### src/rtl/reg_dump_reader.sv
// reg_dump_reader
//   Debug-side register file dumper. On a start pulse it walks registers
//   0..NUM_REGS-1 through the register file's debug read port and streams
//   each word out least-significant byte first over a valid/ready byte
//   interface feeding the debug UART transmitter.
//
// Ports
//   clk       in   system clock, rising edge
//   rst       in   asynchronous active-high reset (aborts a running dump)
//   start     in   one-cycle dump request, sampled only when idle
//   busy      out  high while a dump is in progress
//   done      out  one-cycle pulse after the last byte is accepted
//   reg_addr  out  [ADDR_WIDTH] address to the register file debug port
//   reg_data  in   [DATA_WIDTH] combinational read data for reg_addr
//   tx_data   out  [8] byte to transmitter
//   tx_valid  out  tx_data valid
//   tx_ready  in   transmitter accepts when tx_valid && tx_ready at an edge
//
// Build option
//   REG_DUMP_CHECKSUM_EN : append one byte holding the XOR of every data
//                          byte of the dump before done.
module reg_dump_reader #(
  parameter int NUM_REGS   = 32,
  parameter int ADDR_WIDTH = 5,
  parameter int DATA_WIDTH = 32
) (
  input  logic                  clk,
  input  logic                  rst,
  input  logic                  start,
  output logic                  busy,
  output logic                  done,
  output logic [ADDR_WIDTH-1:0] reg_addr,
  input  logic [DATA_WIDTH-1:0] reg_data,
  output logic [7:0]            tx_data,
  output logic                  tx_valid,
  input  logic                  tx_ready
);

  localparam int NBYTES = DATA_WIDTH / 8;
  localparam int IDX_W  = (NBYTES > 1) ? $clog2(NBYTES) : 1;
  localparam logic [IDX_W-1:0]      LAST_IDX  = IDX_W'(NBYTES - 1);
  localparam logic [ADDR_WIDTH-1:0] LAST_ADDR = ADDR_WIDTH'(NUM_REGS - 1);

  typedef enum logic [1:0] {
    IDLE,
    LOAD,
    SEND
`ifdef REG_DUMP_CHECKSUM_EN
    , CSUM
`endif
  } state_t;

  state_t                  state,    state_nxt;
  logic                    busy_nxt, done_nxt, tx_valid_nxt;
  logic [ADDR_WIDTH-1:0]   reg_addr_nxt;
  logic [7:0]              tx_data_nxt;
  logic [IDX_W-1:0]        byte_idx, byte_idx_nxt, idx_inc;
  logic [DATA_WIDTH-1:0]   data_buf, data_buf_nxt;
  logic                    xfer;
`ifdef REG_DUMP_CHECKSUM_EN
  logic [7:0]              csum, csum_nxt;
`endif

  assign xfer    = tx_valid && tx_ready;
  assign idx_inc = byte_idx + IDX_W'(1);

  always_ff @(posedge clk or posedge rst) begin
    if (rst) begin
      state    <= IDLE;
      busy     <= 1'b0;
      done     <= 1'b0;
      reg_addr <= '0;
      tx_valid <= 1'b0;
      tx_data  <= '0;
      byte_idx <= '0;
      data_buf <= '0;
`ifdef REG_DUMP_CHECKSUM_EN
      csum     <= '0;
`endif
    end else begin
      state    <= state_nxt;
      busy     <= busy_nxt;
      done     <= done_nxt;
      reg_addr <= reg_addr_nxt;
      tx_valid <= tx_valid_nxt;
      tx_data  <= tx_data_nxt;
      byte_idx <= byte_idx_nxt;
      data_buf <= data_buf_nxt;
`ifdef REG_DUMP_CHECKSUM_EN
      csum     <= csum_nxt;
`endif
    end
  end

  always_comb begin
    state_nxt    = state;
    busy_nxt     = busy;
    done_nxt     = 1'b0;
    reg_addr_nxt = reg_addr;
    tx_valid_nxt = tx_valid;
    tx_data_nxt  = tx_data;
    byte_idx_nxt = byte_idx;
    data_buf_nxt = data_buf;
`ifdef REG_DUMP_CHECKSUM_EN
    csum_nxt     = csum;
`endif

    case (state)
      IDLE: begin
        reg_addr_nxt = '0;
        if (start) begin
          busy_nxt  = 1'b1;
          state_nxt = LOAD;
`ifdef REG_DUMP_CHECKSUM_EN
          csum_nxt  = '0;
`endif
        end
      end

      LOAD: begin
        data_buf_nxt = reg_data;
        byte_idx_nxt = '0;
        tx_data_nxt  = reg_data[7:0];
        tx_valid_nxt = 1'b1;
        state_nxt    = SEND;
      end

      SEND: begin
        if (xfer) begin
`ifdef REG_DUMP_CHECKSUM_EN
          csum_nxt = csum ^ tx_data;
`endif
          if (byte_idx != LAST_IDX) begin
            // Later bytes come from the captured word, not the live port.
            byte_idx_nxt = idx_inc;
            tx_data_nxt  = data_buf[{idx_inc, 3'b000} +: 8];
          end else if (reg_addr != LAST_ADDR) begin
            tx_valid_nxt = 1'b0;
            reg_addr_nxt = reg_addr + ADDR_WIDTH'(1);
            state_nxt    = LOAD;
          end else begin
`ifdef REG_DUMP_CHECKSUM_EN
            // tx_valid stays high: the checksum byte follows directly.
            tx_data_nxt  = csum ^ tx_data;
            state_nxt    = CSUM;
`else
            tx_valid_nxt = 1'b0;
            busy_nxt     = 1'b0;
            done_nxt     = 1'b1;
            state_nxt    = IDLE;
`endif
          end
        end
      end

`ifdef REG_DUMP_CHECKSUM_EN
      CSUM: begin
        if (xfer) begin
          tx_valid_nxt = 1'b0;
          busy_nxt     = 1'b0;
          done_nxt     = 1'b1;
          state_nxt    = IDLE;
        end
      end
`endif

      default: state_nxt = IDLE;
    endcase
  end

endmodule
### config.mk
export PLATFORM = sky130hd
export DESIGN_NAME = reg_dump_reader
export DESIGN_NICKNAME = d
export VERILOG_FILES = /design/src/rtl/reg_dump_reader.sv
export SDC_FILE = /design/constraint.sdc
export NUM_CORES = 1
export LEC_CHECK = 0
export CAP_MARGIN = 20
export CORE_UTILIZATION = 30
export DETAILED_ROUTE_END_ITERATION = 6
export PLACE_DENSITY_LB_ADDON = 0.15
export SYNTH_ARGS = -nofsm -noshare
export SYNTH_HDL_FRONTEND = slang
export SYNTH_SLANG_ARGS = --single-unit
### constraint.sdc
create_clock -name clk -period 3.15 [get_ports clk]
set_input_delay 0.7875 -clock clk [delete_from_list [all_inputs] [get_ports clk]]
set_output_delay 0.7875 -clock clk [all_outputs]
set_load 0.05 [all_outputs]
# Word level (Yosys, flattened, before mapping)
# Cells that the tools add are included.
# Widths: inputs -> output; s select.
# totals
ff_bits,52
latchBits,0
mem_bits_rw,0
mem_bits_ro,0
in_bits,36
output_inout_bits,16
word_cells,57
mem_count,0
# op_classes
addsub,2
mul,0
div_mod_pow,0
magnitude_cmp,0
n_eq_ne,10
n_shift,1
muxes,27
n_bitwise,0
reduce_logical,9
# op_table
operator,count
$shiftx 32x6->8,1
$mux 8,2
$pmux 8 s2,1
$mux 5,3
$ne 2x2->1 const B,7
$mux 1,11
$mux 2,5
$pmux 5 s2,1
$reduce_and 3->1,3
$pmux 2 s3,1
$add 5x1->5 const B,1
$ne 5x5->1 const B,1
$reduce_and 5->1,1
$pmux 1 s2,2
$pmux 2 s2,1
$reduce_and 4->1,1
$reduce_bool 2->1,2
$add 2x1->2 const B,1
$eq 2x1->1 const B,1
$eq 2x2->1 const B,1
$logic_not 2->1,1
$logic_and 1x1->1,1

# Logic depth before layout (Yosys ltp)
# depth
word_depth,5
ltp_mapped,6
mapped_depth_nobuf,6

# Least setup slack after synthesis
# No wires, ideal clock.
# synth_timing
kind,reg2reg
start,register reg_addr[0]
end,register state[0]
setup_time_ps,77
arrival_time_ps,1917
required_ps,3073
setup_slack_ps,1155
path_stages_with_launch,7
path_buffers,1
period_less_slack_ps,1995
cell_sequence,dfrtp_1 -> ha_1 -> and3_1 -> ha_1 -> clkbuf_1 -> or3_1 -> a21oi_1
# synth_via
elab_chain_len,5
# synth_rtl
element,line_no,source
"start, declared",32,"output logic [ADDR_WIDTH-1:0] reg_addr,"
"start signal, assigned",84,reg_addr <= reg_addr_nxt;
$ne 5x5->1,137,end else if (reg_addr != LAST_ADDR) begin
$mux 1,137,
$mux 2,133,if (byte_idx != LAST_IDX) begin
$mux 2,129,if (xfer) begin
$pmux 2 s3,108,case (state)
"end signal, assigned",81,state <= state_nxt;
"end, declared",53,"state_t state, state_nxt;"
# Every way passes these cells. The select of a mux whose other input is x is not followed.
# A chain may end at the register's enable or synchronous reset.

# Worst setup path after layout
# layout_timing
start,register tx_valid
end,output port tx_valid
# layout_rtl
element,line_no,source
"start, declared",35,"output logic tx_valid,"
"start signal, assigned",85,tx_valid <= tx_valid_nxt;
# No word-level cell between the ends.

==> impl_metrics.csv <==
group,metric,value,unit
worst_setup_path,max_stage_delay,830,ps
route,routed_wl,5470,um
route,drt_iter0_drc,90,
worst_setup_path,cp.required,2360,ps
pwr,ir_drop,333,uV
floorplanning,num_rows,32,
sta,relSlewSlack,0.508,
synth,yosysWarnings,0,
final_layout,num_antenna_cells,0,
worst_setup_path,cpMaxStageDelayCell,"clkdlybuf4s50_1",
sta,post-route-min-period,2370,ps
sta,setup_viol,0,
worst_setup_path,startpoint_type,"register",
clock_tree,clockBufferDepth,2,
route,via_per_inst,5.06,
place,io_buffers,51,
final_layout,area_growth,28.0,%
worst_setup_path,crit_arrival,1580,ps
floorplanning,start_util,0.317,
route,wl_per_cell,15.5,um
run,maxCapViolCount,0,
worst_hold_path,worstHoldPathType,"register to register",
worst_setup_path,reg2reg_slack,1020,ps
place,dp_hpwl,3770,um
worst_setup_path,cp-end-kind,"output pin",
grt,grt_overflow,0,
worst_setup_path,r2r_end,"tx_data[3]",
synth,netlist_area,2500,um^2
clock_tree,root_buffer,"clkbuf_8",
worst_hold_path,hp-start,"data_buf[19]",
worst_setup_path,endpoint,"tx_valid",
sta,slew_viol_final,0,
grt,grt.total_usage,0.139,
sta,tns,0,ps
worst_setup_path,cp_top_family,"buffers and inverters",
synth,synth_seq_cells,52,
worst_setup_path,path_cells,"clkdlybuf4s50_1",
grt,grt_max_degree,25,
route,drtAntennaViolNets,0,
clock_tree,clk_pin_slew_worst_paths,100,ps
pwr,power.density,925,nW/um^2
synth,yosysTopAreaCellShare,0.520,
synth,synth_cell_type_count,39,
synth,synth_fp_nets,241,
grt,grt_pass1_wl,9200,um
sta,min_period_over_period,0.752,
clock_tree,cts_made_buffers,5,
final_layout,ff_latch_area,1300,um^2
worst_setup_path,r2r_start,"byte_idx[0]",
clock_tree,clock_sinks,52,
final_layout,multi_input_area,1110,um^2
synth,yosysTopAreaCell,"dfrtp_1",
worst_setup_path,r2r_cells,4,
synth,synth_edf_count,0,
final_layout,layout-drive-gt1-share,0.256,
clock_tree,clk_latency,310,ps
clock_tree,ctsResizeCount,0,
worst_setup_path,startpoint,"tx_valid",
synth,syn-mean-instance-area,12.4,um^2
floorplanning,core-area,7890,um^2
route,drc_errors,0,
route,dr.pass1.iters,4,
sta,hold_viol,0,
final_layout,nFillCells,745,
clock_tree,cts_tree,"done",
sta,rsz0062_at_grt,"no",
place,place_congestion,0.688,
worst_setup_path,crit_cells,1,
clock_tree,cts.htree.levels,2,
worst_setup_path,path_buf_inv,1,
floorplanning,die_w,93.3,um
grt,antenna_found_initial,0,
sta,worstMarginPinSlew,738,ps
clock_tree,cts_hold_buf,0,
synth,yosys-top-cells-area,"dfrtp_1 (52%), mux2_2 (21%), a211oi_1 (2.4%), a22oi_1 (2.4%), a31oi_1 (2.0%)",
synth,synthCells,201,
synth,ys_seq_area_frac,0.520,
worst_setup_path,cp_max_fo,7,
final_layout,fin_nets,289,
pwr,p_leak,1.29,nW
floorplanning,chipHeight,93.3,um
final_layout,fin_area,3200,um^2
route,vias,1781,
floorplanning,die-area,8710,um^2
clock_tree,postCtsSetupBuffers,0,
sta,clock_skew,12.6,ps
synth,synth-async-reset-ratio,1.00,
outcome,outcome,"complete, no violations",
sta,timing.fmax,422,MHz
grt,first_global_vias,1790,
worst_setup_path,worstSetupPathType,"register to output pin",
floorplanning,io-pin-count,52,
place,placed_cell_area,3100,um^2
synth,synth_ff_type,"dfrtp_1",
cell families after synthesis:
group | share of synthesized area
multiplexers | 0.216
buffers and inverters | 0.0370
adder cells (fa/ha/maj) | 0.0200
AND/OR/NAND/NOR | 0.0775
flip-flops | 0.520
AO/OA/AOI/OAI | 0.129
Yosys cell counts (2+ instances only):
master / instances
inv_1: 4
nand2b_1: 3
nand2_1: 13
buf_2: 10
a31oi_1: 8
a21oi_1: 4
dfrtp_1: 52
a22o_1: 2
a22oi_1: 8
and3_1: 3
nor2b_1: 2
o31ai_1: 2
o211ai_1: 3
nand4b_1: 2
o311ai_0: 2
a211oi_1: 8
o21ai_0: 3
clkbuf_1: 2
mux2_2: 47
ha_1: 4
power breakdown:
group	total [W]	internal, W	switching (W)	leakage (nW)
Sequential	0.00117	0.000965	0.000209	0.624
Combinational	0.00138	0.000684	0.000692	0.623
Clock	0.000410	0.000178	0.000232	0.0434
Total	0.00296	0.00183	0.00113	1.29
how the worst min path moves through the flow:
stage                         to  slack, ps  cells past startpoint
CTS                 data_buf[19]        500                      1
floorplan           data_buf[19]        450                      1
detailed placement  data_buf[19]        480                      1
finish              data_buf[19]        490                      1
global placement    data_buf[19]        470                      1
global route         data_buf[8]        520                      1
placed cells by master, fill, tap and decap left out, types with 2 or more instances in the layout:
cell type	instances
a211oi_1	8
a21oi_1	4
a22o_1	2
a22oi_1	8
a31oi_1	8
and3_1	3
buf_4	4
clkbuf_8	6
clkdlybuf4s50_1	51
clkinvlp_4	2
dfrtp_1	52
ha_1	4
inv_1	3
inv_2	2
mux2_2	47
nand2_1	13
nand2b_1	3
nand4b_1	2
o211ai_1	3
o21ai_0	3
o311ai_0	2
o31ai_1	2
through the flow:
stage	utilization	worst slack [ps]	instances	hold slack [ps]	power [W]
global placement	0.393	658	344	473	0.00256
floorplan	-	1100	201	452	0.00220
detailed placement	0.393	647	344	477	0.00258
finish	0.406	781	352	493	0.00296
CTS	0.406	769	352	499	0.00300
global route	0.406	704	352	524	0.00316
registers in the layout, indices dropped and copies added (netlist names):
name and flops:
data_buf 32, tx_valid 1, state 2, byte_idx 2, done 1, tx_data 8, reg_addr 5, busy 1
final cells by class:
type | count | area share
Sequential cell | 52 | 0.407
Multi-Input combinational cell | 130 | 0.348
Timing Repair Buffer | 55 | 0.169
Tap cell | 102 | 0.0399
Clock buffer | 6 | 0.0258
Inverter | 5 | 0.00586
Clock inverter | 2 | 0.00469
per-layer routing:
| layer | track usage | wire length (um) | part of all wire |
|---|---|---|---|
| met1 | 0.192 | 2560 | 0.47 |
| met2 | 0.216 | 2620 | 0.48 |
| met3 | 0.0301 | 225 | 0.041 |
| met4 | 0.0423 | 63 | 0.012 |
| met5 | 0 | 0 | 0 |
No activity file was read; power rests on OpenSTA's default activity.
